### src/rtl/tank_input_ctrl.sv
// Turns raw direction/fire buttons into one direction command + fire request per frame_tick rise.
// Latency: strobe 1 cycle after the frame_tick rise; a press settles 2+DEBOUNCE_CYCLES cycles after the pin
// (3 cycles when TANK_INPUT_DEBOUNCE_EN is undefined). No backpressure: the strobe is fire-and-forget.
module tank_input_ctrl #(
  parameter int DEBOUNCE_CYCLES = 250000,
  parameter int BTN_ACTIVE_LOW  = 1
) (
  input  logic       clk,
  input  logic       rst_n,
  input  logic       btn_up,
  input  logic       btn_down,
  input  logic       btn_left,
  input  logic       btn_right,
  input  logic       btn_fire,
  input  logic       frame_tick,
  output logic [2:0] direction_cmd,
  output logic       valid_take_direction,
  output logic       fire_req
);

  localparam logic [4:0] REL_LVL  = (BTN_ACTIVE_LOW != 0) ? 5'h1f : 5'h00;
  localparam logic [2:0] DIR_NONE = 3'd4;

  // Bit order {fire, right, left, down, up} so bit index equals the direction code.
  logic [4:0] sync1_q, sync2_q, pressed;
  logic [4:0] deb_q, deb_d, press_edge;
  logic [2:0] latest_q, latest_d;
  logic       fire_pend_q, fire_pend_d;
  logic       tick_q, rise;
  logic [2:0] dir_q, dir_d;
  logic       vld_q, vld_d;
  logic       fire_q, fire_d;

  always_ff @(posedge clk or negedge rst_n) begin
    if (!rst_n) begin
      sync1_q <= REL_LVL;
      sync2_q <= REL_LVL;
    end else begin
      sync1_q <= {btn_fire, btn_right, btn_left, btn_down, btn_up};
      sync2_q <= sync1_q;
    end
  end

  assign pressed = sync2_q ^ REL_LVL;

`ifdef TANK_INPUT_DEBOUNCE_EN
  localparam int CNT_W = (DEBOUNCE_CYCLES > 1) ? $clog2(DEBOUNCE_CYCLES) : 1;
  localparam logic [CNT_W-1:0] CNT_LAST = CNT_W'(DEBOUNCE_CYCLES - 1);

  logic [CNT_W-1:0] cnt_q [5];
  logic [CNT_W-1:0] cnt_d [5];

  always_comb begin
    deb_d = deb_q;
    for (int i = 0; i < 5; i++) begin
      cnt_d[i] = '0;
      if (pressed[i] != deb_q[i]) begin
        if (cnt_q[i] == CNT_LAST) deb_d[i] = ~deb_q[i];
        else                      cnt_d[i] = cnt_q[i] + 1'b1;
      end
    end
  end

  always_ff @(posedge clk or negedge rst_n) begin
    if (!rst_n) cnt_q <= '{default: '0};
    else        cnt_q <= cnt_d;
  end
`else
  // DEBOUNCE_CYCLES has no effect without the debounce counters.
  localparam int unused_debounce_cycles = DEBOUNCE_CYCLES;
  assign deb_d = pressed;
`endif

  always_ff @(posedge clk or negedge rst_n) begin
    if (!rst_n) deb_q <= '0;
    else        deb_q <= deb_d;
  end

  function automatic logic [2:0] first_dir(input logic [3:0] v);
    if (v[0])      return 3'd0;
    else if (v[1]) return 3'd1;
    else if (v[2]) return 3'd2;
    else if (v[3]) return 3'd3;
    else           return DIR_NONE;
  endfunction

  // A new press always wins; otherwise fall back to the best held direction once the latest is released.
  always_comb begin
    press_edge = deb_d & ~deb_q;
    latest_d   = latest_q;
    if (|press_edge[3:0])
      latest_d = first_dir(press_edge[3:0]);
    else if (latest_q != DIR_NONE && !deb_d[latest_q[1:0]])
      latest_d = first_dir(deb_d[3:0]);
  end

  assign rise = frame_tick & ~tick_q;

  // A fire press landing in the sample cycle is folded into this frame's request.
  always_comb begin
    fire_pend_d = fire_pend_q | press_edge[4];
    vld_d       = rise;
    dir_d       = dir_q;
    fire_d      = 1'b0;
    if (rise) begin
      dir_d       = latest_d;
      fire_d      = fire_pend_d;
      fire_pend_d = 1'b0;
    end
  end

  always_ff @(posedge clk or negedge rst_n) begin
    if (!rst_n) begin
      latest_q    <= DIR_NONE;
      fire_pend_q <= 1'b0;
      tick_q      <= 1'b0;
      dir_q       <= DIR_NONE;
      vld_q       <= 1'b0;
      fire_q      <= 1'b0;
    end else begin
      latest_q    <= latest_d;
      fire_pend_q <= fire_pend_d;
      tick_q      <= frame_tick;
      dir_q       <= dir_d;
      vld_q       <= vld_d;
      fire_q      <= fire_d;
    end
  end

  assign direction_cmd        = dir_q;
  assign valid_take_direction = vld_q;
  assign fire_req             = fire_q;

endmodule

### config.mk
export PLATFORM = sky130hd
export DESIGN_NAME = tank_input_ctrl
export DESIGN_NICKNAME = d
export VERILOG_FILES = /design/src/rtl/tank_input_ctrl.sv
export SDC_FILE = /design/constraint.sdc
export NUM_CORES = 1
export LEC_CHECK = 0
export ABC_AREA = 0
export CAP_MARGIN = 10
export CORE_MARGIN = 4
export CORE_UTILIZATION = 45
export CTS_CLUSTER_SIZE = 12
export DETAILED_ROUTE_END_ITERATION = 12
export PLACE_DENSITY = 0.71
export SLEW_MARGIN = 20
export SYNTH_ARGS = -nofsm -noshare
export SYNTH_HDL_FRONTEND = slang
export SYNTH_SLANG_ARGS = --single-unit
### constraint.sdc
create_clock -name clk -period 1.6 [get_ports clk]
set_input_delay 0.16 -clock clk [delete_from_list [all_inputs] [get_ports clk]]
set_output_delay 0.16 -clock clk [all_outputs]
set_load 0.03 [all_outputs]
# After elaboration in Yosys (flattened, before gate mapping)
# Cells that the tools add are included.
# totals
inputBits	8
regBits	25
# classes
reduce_logical	3
n_bitwise	6
mux	14
eq_ne	1
magnitude_cmp	1
# ops
operator	count
3-bit 2-to-1 mux	10
5-bit inverter	2
5-bit bitwise AND	1
2-bit by 4-bit < comparator with 1-bit output (second input constant)	1
4-bit OR reduction	1
1-bit 2-to-1 mux	3
3-bit inequality test (second input constant)	1
1-bit binary-select mux with 2-bit select	1
1-bit bitwise AND	1
1-bit logical AND	1
1-bit logical NOT	1
1-bit inverter	1
1-bit OR	1

# Depth between registers and ports, before layout
# Gate-level depths: netlist of run 1.
# logic_depth
ltp_word	7
ltp_mapped	4
depth_no_buf	4

# Worst setup path before layout of run 1
# No wires, ideal clock.
# synth_path
path_type	register to register
from	register sync2_q[0]
to	register dir_q[2], in the netlist direction_cmd[2]
arrival_ps	1424
stages_incl_launch_ff	5
setup_time_ps	83
setup_slack_ps	93
required_time_ps	1517
n_path_buf	0
path_cell_list	dfstp_2 or3b_1 a22oi_2 mux2i_1 o21ai_1
# synth_between
elab_chain_len	7
elab_cells_between_ends	11
cone_classes	mux: 6; bitwise: 2; reduce/logical: 3
# synth_rtl
item	line_no	rtl
start: declaration	25	logic [4:0] sync1_q, sync2_q, pressed;
start signal: assignment	40	sync2_q <= sync1_q;
5-bit inverter (no line) (*)	-	
1-bit binary-select mux with 2-bit select	93	else if (latest_q != DIR_NONE && !deb_d[latest_q[1:0]])
1-bit 2-to-1 mux (not written as such)	93	
1-bit logical NOT	93	
1-bit logical AND	93	
3-bit 2-to-1 mux	93	
3-bit 2-to-1 mux (*)	91	if (|press_edge[3:0])
end signal: assignment	124	dir_q <= dir_d;
end: declaration	30	logic [2:0] dir_q, dir_d;
# Every way passes the cells marked *; elsewhere a longest branch is shown, timed or not. The select of a mux whose other input is x is not followed.
# A chain may end at the register's enable or synchronous reset.

# Worst setup path after layout of run 1
# layout_path
from	register sync2_q[0]
to	register dir_q[1], in the netlist direction_cmd[1]
# The elaborated chain is that of the path after synthesis.

==> results of run 1 <==
==> critical path, stage by stage, from the launching register on <==
cell	delay, ps
dfstp_2	550
or3b_4	380
a22oi_2	250
a221oi_2	100
o31ai_1	220
==> cells in the final DEF, fill, tap and decap left out <==
cell              n
dfrtp_1          13
dfstp_2          12
clkdlybuf4s50_1  11
nor2_1            8
inv_1             7
nand2_1           6
a21oi_1           3
clkbuf_4          3
buf_4             3
o22ai_1           2
o21ai_0           2
nand2b_1          2
o21ai_1           2
nor3_1            2
or3b_4            1
mux2i_1           1
a22oi_2           1
a221oi_2          1
o32ai_1           1
and2_1            1
a221oi_1          1
mux2i_2           1
o31ai_1           1
a31oi_1           1
clkinv_2          1
dlygate4sd2_1     1
==> state kept, by name, indices dropped and copies added, names as in the netlist <==
register / cells
deb_q: 5
direction_cmd: 3
fire_pend_q: 1
fire_req: 1
latest_q: 3
sync1_q: 5
sync2_q: 5
tick_q: 1
valid_take_direction: 1
==> metrics by stage <==
step	power, W	instance area [sq um]	hold slack [ps]	worst slack (ps)	std cells
floorplan	0.000804	883	-136	93.1	69
global placement	0.000877	1050	346	45.9	108
detailed placement	0.000883	1050	347	-38.0	108
CTS	0.00115	1090	195	-2.81	113
global route	0.00121	1090	200	-63.2	113
finish	0.00114	1090	196	21.0	113
==> cell type report <==
cell class | count | area [sq um] | share of cell area
Inverter | 7 | 26.3 | 0.0241
Clock buffer | 3 | 22.5 | 0.0207
Timing Repair Buffer | 15 | 141 | 0.130
Clock inverter | 1 | 5.00 | 0.00459
Tap cell | 25 | 31.3 | 0.0287
Sequential cell | 25 | 641 | 0.588
Multi-Input combinational cell | 37 | 223 | 0.204
==> how the worst max path moves through the flow <==
| stage | to | from |
|---|---|---|
| CTS | direction_cmd[1] | sync2_q[0] |
| finish | direction_cmd[1] | sync2_q[0] |
| floorplan | direction_cmd[2] | sync2_q[0] |
| global route | latest_q[2] | sync2_q[0] |
| detailed placement | direction_cmd[1] | sync2_q[0] |
| global placement | direction_cmd[2] | sync2_q[0] |
==> cell usage after synthesis (2+ instances only) <==
cell,number
a21oi_1,3
dfrtp_1,13
dfstp_2,12
inv_1,7
mux2i_1,2
nand2_1,6
nand2b_1,2
nor2_1,8
nor3_1,2
o21ai_0,2
o21ai_1,2
o22ai_1,2
==> timing repair <==
item | in CTS | in global routing
gates resized for setup | 2 | 1
gates cloned | 0 | 0
endpoints found under the setup margin | 5 | 4
pin swaps | 3 | 1
endpoints found under the hold margin | 0 | 0
setup buffers | 1 | 0
==> kinds of logic after synthesis <==
logic type,synth area share
flops,0.725
buf+inv,0.0298
compound gates,0.120
simple gates,0.102
mux,0.0227
==> report_power, final <==
| part | switching, W | total, W | internal (W) |
|---|---|---|---|
| registers | 0.0000257 | 0.000709 | 0.000684 |
| clock network | 0.000169 | 0.000262 | 0.0000932 |
| logic | 0.0000886 | 0.000165 | 0.0000764 |
==> routing by layer <==
metal	vias to the layer above	routed length [um]
met4	0	23
li1	274	-
met5	-	0
met1	263	602
met2	15	663
met3	4	92
==> results.toml, run 1 <==
[critical_path]
crit_type = "reg2reg"
rr_worst_depth = 4
required_ps = 1820
cp-end-kind = "flop"
r2r-start = "sync2_q[0]"
rrSetupSlack_ps = 20
critPathArrivalTime_ps = 1800
cp_max_fo = 2
reg2reg_to = "direction_cmd[1]"
start_kind = "flop"

[yosys]
synth-main-ff-cell = "dfrtp_1"
synth_area_leaders = "dfrtp_1, dfstp_2, nor2_1"
synth_cell_types = 20
ys_async_sr_fraction = 1.00
yosysSeqAreaShare = 0.725
yosys_warnings = 0
yosysTopAreaCellShare = 0.368
syn-instance-count = 69
synth.avg_cell_area_sq_um = 12.8
syn-cell-area_sq_um = 883
synth_edf_count = 0
synth_nets = 77
yosys_register_bits = 25
yosysTopAreaCell = "dfrtp_1"

[floorplan]
start_util = 0.490
fp.dieW_um = 52.3
ioPinCount = 13
rows = 15
die_h_um = 52.3
die_area_sq_mm = 0.00274
core-area_sq_mm = 0.00180

[power_and_ir_drop]
p_per_area_mw_per_mm2 = 1040
leakage_nw = 0.474
ir_drop_v = 0.000723

[sta]
rsz0062_at_grt = "true"
fin_crit_sh = 0.987
hold_violations = 0
tightest_slew_ps = 313
finalSetupViolations = 0
slew-limit-headroom = 0.791
fmax_ghz = 0.633
fin_skew_ps = 8.67
fin_crit_ps = 1580
finalSetupTns_ps = 0
slew_violations = 0

[worst_hold_path]
hold_path.class = "in2async"

[finish]
utilization = 0.605
drive_above_1_share = 0.261
diodes = 0
fill_cells = 152
final_nets = 97
area_growth_pct = 23.4

[clock_network]
cts_hold_buf = 0
cts_buffers = 3
cts_tree = "built"
clkSinkCount = 25
cts_max_path_buffers = 2
clkLatencyLatePin_ps = 310
clk_pin_slew_worst_paths_ps = 130
cts_max_level = 1
cts_root_buffer = "clkbuf_4"

[run_status]
status = "finished clean"

[placement]
portBuffers = 12
gp_congestion = 0.882
dp_hpwl_um = 1050

[global_route]
grtUsageMet1 = 0.155
globalRouteOverflowTotal = 0
first_global_vias = 603
top_usage_layer = "met2"
grt_pass1_wl_um = 2550
grt_max_degree = 26
grtUsageMet2 = 0.200
use_met3 = 0.0370
grtUsageTotal = 0.129
antenna_found_initial = 0

[detailed_routing]
wire_per_inst_um = 12.2
drc = 0
drtIter0Drc = 7
ant_nets = 0
viasPerCell = 4.92
num_vias = 556
dr.pass1.iters = 4
finalWirelength_um = 1380

[run]
drv_cap = 0
No activity file was read; power rests on OpenSTA's default activity.
==> run 2, diff against run 1 <==
Settings changed: SLEW_MARGIN 20 to 25.
==> results of run 2 <==
Same layout as run 1: the final DEF is identical, and so are final timing and power.
